$ cat config.mk
export PLATFORM = sky130hd
export DESIGN_NAME = branch_update_flat
export DESIGN_NICKNAME = d
export VERILOG_FILES = /design/src/rtl/branch_update_if.sv /design/src/rtl/branch_update.sv /design/src/flat_wrapper.sv
export SDC_FILE = /design/constraint.sdc
export NUM_CORES = 1
export LEC_CHECK = 0
export ABC_CLOCK_PERIOD_IN_PS = 9950
export CAP_MARGIN = 40
export CORE_ASPECT_RATIO = 0.7
export CORE_UTILIZATION = 57
export CTS_BUF_LIST = sky130_fd_sc_hd__clkbuf_8
export DETAILED_ROUTE_END_ITERATION = 16
export PLACE_DENSITY_LB_ADDON = 0.3
export SYNTH_ARGS = -nofsm -noshare
export SYNTH_HDL_FRONTEND = slang
export SYNTH_SLANG_ARGS = --single-unit
$ cat constraint.sdc
create_clock -name clk_i -period 9.95 [get_ports clk_i]
set_input_delay 1.99 -clock clk_i [delete_from_list [all_inputs] [get_ports clk_i]]
set_output_delay 1.99 -clock clk_i [all_outputs]
set_load 0.01 [all_outputs]
$ cat src/rtl/branch_update_if.sv
`default_nettype none
`timescale 1ns/1ps
// ============================================================================
//  Module   : branch_update_if
//  Brief    : Resolution bus from the branch unit to the predictor updater.
//             The master (branch unit) presents a resolved branch together
//             with what fetch predicted for it; the slave raises ready when
//             it can take a resolution.
//  Revision : 1.0  initial release
// ============================================================================
interface branch_update_if;
    logic        res_valid_i;
    logic        res_ready_o;
    logic [31:0] res_pc_i;
    logic        res_taken_i;
    logic [31:0] res_target_i;
    logic        res_pred_taken_i;
    logic        res_pred_hit_i;
    logic [31:0] res_pred_target_i;

    modport master (
        output res_valid_i,
        output res_pc_i,
        output res_taken_i,
        output res_target_i,
        output res_pred_taken_i,
        output res_pred_hit_i,
        output res_pred_target_i,
        input  res_ready_o
    );

    modport slave (
        input  res_valid_i,
        input  res_pc_i,
        input  res_taken_i,
        input  res_target_i,
        input  res_pred_taken_i,
        input  res_pred_hit_i,
        input  res_pred_target_i,
        output res_ready_o
    );
endinterface
`default_nettype wire

$ cat src/rtl/branch_update.sv
`default_nettype none
`timescale 1ns/1ps
// ============================================================================
//  Module   : branch_update
//  Brief    : Branch-resolution updater. After reset it sweeps the local
//             predictor and BTB clearing every entry, then for each accepted
//             resolution updates a 2-bit saturating counter, writes the BTB on
//             taken branches, and raises a one-cycle redirect on mispredicts.
//             Every output is registered (one cycle after acceptance).
//  Revision : 1.0  initial release
// ============================================================================
module branch_update #(
    parameter int local_entries = 128,
    parameter int btb_entries   = 128
) (
    input  logic                               clk_i,
    input  logic                               rst_i,
    branch_update_if.slave                     res,
    output logic                               redirect_o,
    output logic [31:0]                        redirect_pc_o,
    output logic                               pht_we_o,
    output logic [$clog2(local_entries)-1:0]   pht_idx_o,
    output logic                               pht_taken_o,
    output logic                               btb_we_o,
    output logic [$clog2(btb_entries)-1:0]     btb_idx_o,
    output logic [29-$clog2(btb_entries):0]    btb_tag_o,
    output logic [29:0]                        btb_target_o,
    output logic                               btb_valid_o,
    output logic [31:0]                        mispredict_cnt_o
);

    localparam int c_LW = $clog2(local_entries);
    localparam int c_BW = $clog2(btb_entries);
    localparam int c_N  = (local_entries > btb_entries) ? local_entries : btb_entries;
    localparam int c_NW = $clog2(c_N);

    typedef enum logic [0:0] {
        S_INIT = 1'b0,
        S_RUN  = 1'b1
    } state_t;

    // Registered state and outputs
    state_t            r_state;
    logic [c_NW-1:0]   r_idx;
    logic              r_done;       // last sweep index already written
    logic              r_ready;
    logic              r_redirect;
    logic [31:0]       r_redirect_pc;
    logic              r_pht_we;
    logic [c_LW-1:0]   r_pht_idx;
    logic              r_pht_taken;
    logic              r_btb_we;
    logic [c_BW-1:0]   r_btb_idx;
    logic [29-c_BW:0]  r_btb_tag;
    logic [29:0]       r_btb_target;
    logic              r_btb_valid;
    logic [31:0]       r_mis_cnt;
    logic [1:0]        r_cnt [local_entries];

    // Next-state values
    state_t            w_state_nxt;
    logic [c_NW-1:0]   w_idx_nxt;
    logic              w_done_nxt;
    logic              w_ready_nxt;
    logic              w_redirect_nxt;
    logic [31:0]       w_redirect_pc_nxt;
    logic              w_pht_we_nxt;
    logic [c_LW-1:0]   w_pht_idx_nxt;
    logic              w_pht_taken_nxt;
    logic              w_btb_we_nxt;
    logic [c_BW-1:0]   w_btb_idx_nxt;
    logic [29-c_BW:0]  w_btb_tag_nxt;
    logic [29:0]       w_btb_target_nxt;
    logic              w_btb_valid_nxt;
    logic [31:0]       w_mis_cnt_nxt;
    logic              w_cnt_we;
    logic [c_LW-1:0]   w_cnt_widx;
    logic [1:0]        w_cnt_wdata;

    // Decode of the presented resolution
    logic              w_accept;
    logic [c_LW-1:0]   w_lidx;
    logic [c_BW-1:0]   w_bidx;
    logic [29-c_BW:0]  w_tag;
    logic [1:0]        w_cur;
    logic [1:0]        w_new;
    logic              w_mis;
    logic [31:0]       w_rpc;
    logic              w_unused;

    assign w_accept = res.res_valid_i & r_ready;
    assign w_lidx   = res.res_pc_i[c_LW+1:2];
    assign w_bidx   = res.res_pc_i[c_BW+1:2];
    assign w_tag    = res.res_pc_i[31:c_BW+2];
    assign w_cur    = r_cnt[w_lidx];
    assign w_new    = res.res_taken_i ? ((w_cur == 2'b11) ? 2'b11 : w_cur + 2'b01)
                                      : ((w_cur == 2'b00) ? 2'b00 : w_cur - 2'b01);
    assign w_mis    = (res.res_taken_i != res.res_pred_taken_i) |
                      (res.res_taken_i & res.res_pred_taken_i &
                       (~res.res_pred_hit_i |
                        (res.res_pred_target_i[31:2] != res.res_target_i[31:2])));
    // Not-taken restart wraps naturally past the top of the address space
    assign w_rpc    = res.res_taken_i ? {res.res_target_i[31:2], 2'b00}
                                      : ({res.res_pc_i[31:2], 2'b00} + 32'd4);
    // Byte-offset bits carry no information for word-aligned branches
    assign w_unused = ^{res.res_pc_i[1:0], res.res_target_i[1:0], res.res_pred_target_i[1:0]};

    assign res.res_ready_o  = r_ready;
    assign redirect_o       = r_redirect;
    assign redirect_pc_o    = r_redirect_pc;
    assign pht_we_o         = r_pht_we;
    assign pht_idx_o        = r_pht_idx;
    assign pht_taken_o      = r_pht_taken;
    assign btb_we_o         = r_btb_we;
    assign btb_idx_o        = r_btb_idx;
    assign btb_tag_o        = r_btb_tag;
    assign btb_target_o     = r_btb_target;
    assign btb_valid_o      = r_btb_valid;
    assign mispredict_cnt_o = r_mis_cnt;

    // Next-state and next-output computation for the sweep/update FSM
    always_comb begin
        w_state_nxt       = r_state;
        w_idx_nxt         = r_idx;
        w_done_nxt        = r_done;
        w_ready_nxt       = r_ready;
        w_redirect_nxt    = 1'b0;
        w_redirect_pc_nxt = r_redirect_pc;
        w_pht_we_nxt      = 1'b0;
        w_pht_idx_nxt     = r_pht_idx;
        w_pht_taken_nxt   = r_pht_taken;
        w_btb_we_nxt      = 1'b0;
        w_btb_idx_nxt     = r_btb_idx;
        w_btb_tag_nxt     = r_btb_tag;
        w_btb_target_nxt  = r_btb_target;
        w_btb_valid_nxt   = r_btb_valid;
        w_mis_cnt_nxt     = r_mis_cnt;
        w_cnt_we          = 1'b0;
        w_cnt_widx        = w_lidx;
        w_cnt_wdata       = w_new;

        case (r_state)
            S_INIT: begin
                if (r_done) begin
                    w_state_nxt = S_RUN;
                    w_ready_nxt = 1'b1;
                end else begin
                    w_pht_we_nxt     = 1'b1;
                    w_pht_idx_nxt    = r_idx[c_LW-1:0];
                    w_pht_taken_nxt  = 1'b0;
                    w_btb_we_nxt     = 1'b1;
                    w_btb_idx_nxt    = r_idx[c_BW-1:0];
                    w_btb_tag_nxt    = '0;
                    w_btb_target_nxt = '0;
                    w_btb_valid_nxt  = 1'b0;
                    w_cnt_we         = 1'b1;
                    w_cnt_widx       = r_idx[c_LW-1:0];
                    w_cnt_wdata      = 2'b01;
                    if (r_idx == c_NW'(c_N - 1)) begin
                        w_done_nxt = 1'b1;
                    end else begin
                        w_idx_nxt = r_idx + c_NW'(1);
                    end
                end
            end
            S_RUN: begin
                if (w_accept) begin
                    w_cnt_we          = 1'b1;
                    w_pht_we_nxt      = 1'b1;
                    w_pht_idx_nxt     = w_lidx;
                    w_pht_taken_nxt   = w_new[1];
                    w_btb_we_nxt      = res.res_taken_i;
                    w_btb_idx_nxt     = w_bidx;
                    w_btb_tag_nxt     = w_tag;
                    w_btb_target_nxt  = res.res_target_i[31:2];
                    w_btb_valid_nxt   = 1'b1;
                    w_redirect_nxt    = w_mis;
                    w_redirect_pc_nxt = w_rpc;
                    if (w_mis) begin
                        w_mis_cnt_nxt = r_mis_cnt + 32'd1;
                    end
                end
            end
            default: begin
                w_state_nxt = S_INIT;
            end
        endcase
    end

    // State and output registers; reset restarts the sweep from index 0
    always_ff @(posedge clk_i) begin
        if (rst_i) begin
            r_state       <= S_INIT;
            r_idx         <= '0;
            r_done        <= 1'b0;
            r_ready       <= 1'b0;
            r_redirect    <= 1'b0;
            r_redirect_pc <= '0;
            r_pht_we      <= 1'b0;
            r_pht_idx     <= '0;
            r_pht_taken   <= 1'b0;
            r_btb_we      <= 1'b0;
            r_btb_idx     <= '0;
            r_btb_tag     <= '0;
            r_btb_target  <= '0;
            r_btb_valid   <= 1'b0;
            r_mis_cnt     <= '0;
        end else begin
            r_state       <= w_state_nxt;
            r_idx         <= w_idx_nxt;
            r_done        <= w_done_nxt;
            r_ready       <= w_ready_nxt;
            r_redirect    <= w_redirect_nxt;
            r_redirect_pc <= w_redirect_pc_nxt;
            r_pht_we      <= w_pht_we_nxt;
            r_pht_idx     <= w_pht_idx_nxt;
            r_pht_taken   <= w_pht_taken_nxt;
            r_btb_we      <= w_btb_we_nxt;
            r_btb_idx     <= w_btb_idx_nxt;
            r_btb_tag     <= w_btb_tag_nxt;
            r_btb_target  <= w_btb_target_nxt;
            r_btb_valid   <= w_btb_valid_nxt;
            r_mis_cnt     <= w_mis_cnt_nxt;
        end
    end

    // Counter array write, same edge as the output update so the next
    // resolution to the same entry reads the new value
    always_ff @(posedge clk_i) begin
        if (!rst_i && w_cnt_we) begin
            r_cnt[w_cnt_widx] <= w_cnt_wdata;
        end
    end

endmodule
`default_nettype wire

$ cat src/flat_wrapper.sv
// flat-port wrapper written by rule: the top's interface ports become plain ports
module branch_update_flat 
#(
    parameter int local_entries = 128,
    parameter int btb_entries   = 128
)
  (clk_i, rst_i, redirect_o, redirect_pc_o, pht_we_o, pht_idx_o, pht_taken_o, btb_we_o, btb_idx_o, btb_tag_o, btb_target_o, btb_valid_o, mispredict_cnt_o, res_res_valid_i, res_res_pc_i, res_res_taken_i, res_res_target_i, res_res_pred_taken_i, res_res_pred_hit_i, res_res_pred_target_i, res_res_ready_o);
  branch_update_if res_i ();
  input  logic clk_i;
  input  logic rst_i;
  output logic redirect_o;
  output logic [31:0] redirect_pc_o;
  output logic pht_we_o;
  output logic [$clog2(local_entries)-1:0] pht_idx_o;
  output logic pht_taken_o;
  output logic btb_we_o;
  output logic [$clog2(btb_entries)-1:0] btb_idx_o;
  output logic [29-$clog2(btb_entries):0] btb_tag_o;
  output logic [29:0] btb_target_o;
  output logic btb_valid_o;
  output logic [31:0] mispredict_cnt_o;
  input wire logic [$bits(res_i.res_valid_i)-1:0] res_res_valid_i;
  input wire logic [$bits(res_i.res_pc_i)-1:0] res_res_pc_i;
  input wire logic [$bits(res_i.res_taken_i)-1:0] res_res_taken_i;
  input wire logic [$bits(res_i.res_target_i)-1:0] res_res_target_i;
  input wire logic [$bits(res_i.res_pred_taken_i)-1:0] res_res_pred_taken_i;
  input wire logic [$bits(res_i.res_pred_hit_i)-1:0] res_res_pred_hit_i;
  input wire logic [$bits(res_i.res_pred_target_i)-1:0] res_res_pred_target_i;
  output wire logic [$bits(res_i.res_ready_o)-1:0] res_res_ready_o;
  assign res_i.res_valid_i = res_res_valid_i;
  assign res_i.res_pc_i = res_res_pc_i;
  assign res_i.res_taken_i = res_res_taken_i;
  assign res_i.res_target_i = res_res_target_i;
  assign res_i.res_pred_taken_i = res_res_pred_taken_i;
  assign res_i.res_pred_hit_i = res_res_pred_hit_i;
  assign res_i.res_pred_target_i = res_res_pred_target_i;
  assign res_res_ready_o = res_i.res_ready_o;
  branch_update #(.local_entries(local_entries), .btb_entries(btb_entries)) u_core (.clk_i(clk_i), .rst_i(rst_i), .res(res_i), .redirect_o(redirect_o), .redirect_pc_o(redirect_pc_o), .pht_we_o(pht_we_o), .pht_idx_o(pht_idx_o), .pht_taken_o(pht_taken_o), .btb_we_o(btb_we_o), .btb_idx_o(btb_idx_o), .btb_tag_o(btb_tag_o), .btb_target_o(btb_target_o), .btb_valid_o(btb_valid_o), .mispredict_cnt_o(mispredict_cnt_o));
endmodule
# Yosys cells after proc, flatten, opt, wreduce, memory -nomap -nowiden
# Memories as Yosys holds them, arrays and structs flattened.
# Cells that the tools add are included.
# W data, S select, Z words.
# op_classes
add_sub_neg	5
n_eq_ne	6
mux	33
bitwise	10
n_reduce_logical	9
# ops
cell	n
$mux W30	2
$pmux W30 S2	1
$mux W23	2
$pmux W23 S2	1
$add A32 B1 Y32 const B	1
$add A32 B3 Y32 const B	1
$mux W32	1
$ne A30 B30 Y1	1
$mux W7	4
$pmux W7 S2	1
$mux W1	12
$mux W2	5
$pmux W1 S2	4
$add A7 B1 Y7 const B	1
$eq A7 B7 Y1 const B	1
$reduce_and A2 Y1	3
$reduce_and A3 Y1	2
$not A1 Y1	5
$ne A2 B2 Y1 const B	2
$and A1 B1 Y1	3
$reduce_or A3 Y1	1
$add A2 B1 Y2 const B	1
$eq A2 B2 Y1 const B	1
$logic_not A2 Y1	1
5 further kinds	6
# word_totals
ff_bits	139
mem_bits_rw	256
in_bits	102
out_inout_bits	137
wordCells	78
n_memories	1
# mem_list
memory	depth	word_bits	read_ports	rd_ports_with_merged_regs	write_ports	line	rtl
u_core.r_cnt	128	2	1	0	1	branch_update.sv:58	logic [1:0] r_cnt [local_entries];

# Depth between registers and ports, before layout
# depth
depth_word	6
depth_mapped	12
ltp_nobuf	8

# Worst setup path after synthesis
# OpenSTA, ideal clock, no wires.
# synth_timing
path_type	input -> register
from	input port res_res_pc_i[3]
to	memory u_core.r_cnt[0][0], data pin
setup_ps	891
arrival_ps	7105
required_ps	9059
slack_ps	1954
path_stages	10
n_path_buf	3
cell_sequence	buf_2 buf_2 clkbuf_1 mux4_2 mux2i_1 nor2_1 nor3_1 o311a_2 o21ai_1 a21oi_1
# synth_via
elab_chain_cells	6
elab_cells_between_ends	10
classes_between	add/sub (2); eq/ne (1); mux (5); reduce/logical (1); memory (1)
# synth_rtl
element	line	rtl
start: declaration	flat_wrapper.sv:23	input wire logic [$bits(res_i.res_pc_i)-1:0] res_res_pc_i;
$mem_v2 Z128 W2 *	--	
$sub A2 B1 Y2 (tied with other cells)	branch_update.sv:97	: ((w_cur == 2'b00) ? 2'b00 : w_cur - 2'b01);
$mux W2 (on tied branches)	branch_update.sv:97, branch_update.sv:96	
$mux W2 *	branch_update.sv:96	assign w_new = res.res_taken_i ? ((w_cur == 2'b11) ? 2'b11 : w_cur + 2'b01)
$mux W2	branch_update.sv:144	if (r_done) begin
$mux W2 *	branch_update.sv:142	case (r_state)
net u_core.w_cnt_wdata[0]	branch_update.sv:78	logic [1:0] w_cnt_wdata;
end: declaration	branch_update.sv:58	
# The timed path passes the listed nets; every way through them passes the cells marked *.

# Worst setup path in the final report
# layout_timing
from	input port res_res_pc_i[2]
to	memory u_core.r_cnt[51][0], data pin
# The elaborated chain is that of the path after synthesis.

==> impl_metrics.yaml <==
run_status:
  status: "complete, no violations"
yosys:
  synth_cells: 1396
  synth.ff_latch_count: 393
  yosysWarnings: 0
  asyncSetResetFlopFracSynth_pct: 0
  ys_seq_area_share_pct: 60.81
  synthesis.area_per_instance_um2: 12.29
  post_synth_num_cell_types: 73
  syn-cell-area_um2: 17150
  synth_edf_count: 256
  dominantRegCellSynth: "sky130_fd_sc_hd__edfxtp_1"
layout:
  area_grow_syn2layout_pct: 21.58
  final-instance-count-excl-fill: 2038
  drive_above_1_share_pct: 10.66
  most_frequent_cells_in_the_layout: "sky130_fd_sc_hd__edfxtp_1 (256), sky130_fd_sc_hd__clkdlybuf4s50_1 (226), sky130_fd_sc_hd__nor2_1 (189)"
  antenna-diode-count: 0
  mostFrequentLayoutCell: "sky130_fd_sc_hd__edfxtp_1"
  finalCoreUtilization_pct: 71.38
  design.final.nets: 1724
min_path:
  holdCritStartpoint: "u_core.redirect_pc_o[4]$_SDFFE_PP0P_"
  worstHoldEndpoint: "u_core.redirect_pc_o[4]$_SDFFE_PP0P_"
  timing.hold.worst.class: "flip-flop to flip-flop"
  worstHoldPathCells: 2
placed_design:
  post-place-ws_ps: 3756
  place.detailed.hpwl_mm: 31.24
  place_congestion: 0.8788
  placedCellCount: 1939
  numPortBuffers: 230
timing:
  slew_viol_final: 0
  maxClockFrequency_mhz: 178.7
  timing.final.setup_violations: 0
  max_slew.worst_pin.slew_ps: 939.5
  setup_tns_ps: 0
  slew_headroom_pct: 36.71
  min_period_ps: 5597
  finalHoldViolCount: 0
  setup_slack_ps: 4353
  fin_skew_ps: 36.33
  post-route-period-util_pct: 56.25
  grt_setup_unrepaired: "false"
drt:
  drc: 0
  antenna_left: 0
  wl_per_cell_um: 22.74
  drt_first_pass_iters: 6
  drtIter0Drc: 1350
  totalWireLength_mm: 46.33
  total_number_of_vias: 12560
  vias_per_cell: 6.163
clocking:
  insertion_delay_ps: 620
  post-cts-setup-buffer-count: 0
  cts.root.buffer_cell: "sky130_fd_sc_hd__clkbuf_8"
  cts_sinks: 393
  ctsResizeCount: 0
  cts_buffer_depth: 3
  cts_buffers: 55
  cts_hold_buf: 0
  clock_tree_from_tritoncts: "done"
  clock_tree.htree_level_count: 2
  clk_pin_slew_ps: 70
worst_setup_path:
  critPathArrivalTime_ps: 5900
  path_max_fanout: 66
  worstSetupStartpointType: "input pin"
  r2r_end: "u_core.r_cnt[112][1]$_DFFE_PP_"
  worst-endpoint-required_ps: 10250
  timing.critical_path.to_type: "flip-flop"
  reg2regPathDepth: 5
  worst-r2r-setup-slack_ps: 6410
  crit_type: "input pin to flip-flop"
  startpoint_of_the_worst_register_to_register_path: "u_core.r_state$_SDFF_PP0_"
pwr:
  post-layout-total-power_w: 0.003171
  power.leakage_nw: 6.874
  ir_worst_vdd_mv: 0.09778
  pwr_density_cell_nw_per_um2: 152.1
global_routing:
  pin_count_of_the_biggest_net_entering_global_routing: 73
  wire_length_of_the_first_global_routing_pass_mm: 70.02
  grt_antenna_before_repair: 0
  number_of_global_route_vias_before_repair: 12270
  total_gr_overflow: 0
  grtUsageTotal_pct: 29.77
floorplan:
  row_count: 52
  io_pins: 239
  die_boundary_width_um: 209.3
  die-area_um2: 30800
  fp.dieH_um: 147.1
  initial_core_util_pct: 58.71
  core_region_area_um2: 29210
run:
  maxCapViolCount: 0
==> critical path, stage by stage <==
cell and delay [ps]:
sky130_fd_sc_hd__buf_4 300, sky130_fd_sc_hd__buf_4 650, sky130_fd_sc_hd__mux4_2 620, sky130_fd_sc_hd__a22o_1 250
sky130_fd_sc_hd__a211o_1 350, sky130_fd_sc_hd__a2111oi_4 410, sky130_fd_sc_hd__nor2_2 90, sky130_fd_sc_hd__nor4_1 510
sky130_fd_sc_hd__a21oi_4 30, sky130_fd_sc_hd__buf_4 340, sky130_fd_sc_hd__buf_16 290
==> metal layers <==
layer / wire (µm) / share of wire [%] / track usage (%) / up-vias
li1: - / - / - / 5646
met1: 18900 / 41 / 41.19 / 6168
met2: 21600 / 47 / 46.55 / 666
met3: 4849 / 10 / 7.802 / 81
met4: 987 / 2.1 / 8.676 / 0
met5: 0 / 0 / 0 / -
==> cell usage after synthesis (15+ instances only) <==
master / instances / area share [%]
sky130_fd_sc_hd__o21ai_0: 28 / 0.82
sky130_fd_sc_hd__a21oi_1: 35 / 1.0
sky130_fd_sc_hd__edfxtp_1: 256 / 45
sky130_fd_sc_hd__nor3_1: 21 / 0.61
sky130_fd_sc_hd__nand3_1: 40 / 1.2
sky130_fd_sc_hd__a22o_1: 56 / 2.9
sky130_fd_sc_hd__xor2_1: 20 / 1.0
sky130_fd_sc_hd__mux2i_1: 30 / 1.8
sky130_fd_sc_hd__a211oi_1: 15 / 0.66
sky130_fd_sc_hd__clkbuf_1: 61 / 1.3
sky130_fd_sc_hd__mux4_2: 48 / 6.3
sky130_fd_sc_hd__nand4_1: 15 / 0.55
sky130_fd_sc_hd__xnor2_1: 46 / 2.3
sky130_fd_sc_hd__o211ai_1: 17 / 0.74
sky130_fd_sc_hd__dfxtp_1: 137 / 16
sky130_fd_sc_hd__nor2_1: 191 / 4.2
sky130_fd_sc_hd__nand2_1: 136 / 3.0
==> power breakdown <==
group / internal (W) / switching [W] / leakage (nW)
logic: 0.0000946 / 0.000119 / 2.87
registers: 0.00172 / 0.00000336 / 3.39
clock network: 0.000635 / 0.000600 / 0.610
total: 0.00245 / 0.000722 / 6.87
==> through the flow <==
| stage | instance area, µm² | hold slack [ps] |
|---|---|---|
| 2_1_floorplan | 17160 | 473.7 |
| 3_3_place_gp | 19590 | 437.8 |
| 3_5_place_dp | 19780 | 444.4 |
| 4_1_cts | 20850 | 454.0 |
| 5_1_grt | 20850 | 476.7 |
| 6_report | 20850 | 452.7 |
==> worst max-delay path by stage <==
stage	start	endpoint	cells past startpoint
4_1_cts	res_res_pc_i[2]	u_core.r_cnt[122][0]$_DFFE_PP_	11
6_report	res_res_pc_i[2]	u_core.r_cnt[51][0]$_DFFE_PP_	11
3_5_place_dp	res_res_pc_i[2]	u_core.r_cnt[50][0]$_DFFE_PP_	11
2_1_floorplan	res_res_pc_i[3]	u_core.r_cnt[0][0]$_DFFE_PP_	10
5_1_grt	res_res_pc_i[2]	u_core.r_cnt[52][0]$_DFFE_PP_	11
3_3_place_gp	res_res_pc_i[4]	u_core.r_cnt[68][1]$_DFFE_PP_	9
==> registers in the layout, summed over array words and instances (netlist names), 7 cells and up <==
signal and flops:
u_core.r_cnt 256, u_core.mispredict_cnt_o 32, u_core.btb_target_o 30, u_core.redirect_pc_o 30, u_core.btb_tag_o 23, u_core.pht_idx_o 7, u_core.r_idx 7
==> cell families after synthesis <==
| group | Yosys count | share of synthesized area, % |
|---|---|---|
| and+or+nand+nor | 506 | 13.68 |
| xor gates and xnor gates | 66 | 3.370 |
| other | 1 | 0.02186 |
| buffers and inverters | 110 | 3.188 |
| AOI/OAI and AO/OA | 220 | 9.360 |
| DFF | 393 | 60.81 |
| adders and majority gates | 4 | 0.2918 |
| muxes | 96 | 9.279 |
==> area by class of cell <==
| class | instances | area [µm²] |
|---|---|---|
| Fill cell | 1959 | 8361 |
| Clock buffer | 64 | 880.8 |
| Timing Repair Buffer | 259 | 2604 |
| Sequential cell | 393 | 10430 |
| Tap cell | 378 | 473.0 |
| Multi-Input combinational cell | 894 | 6213 |
| Clock inverter | 35 | 195.2 |
| Inverter | 15 | 56.30 |
No activity file was read; power rests on OpenSTA's default activity.
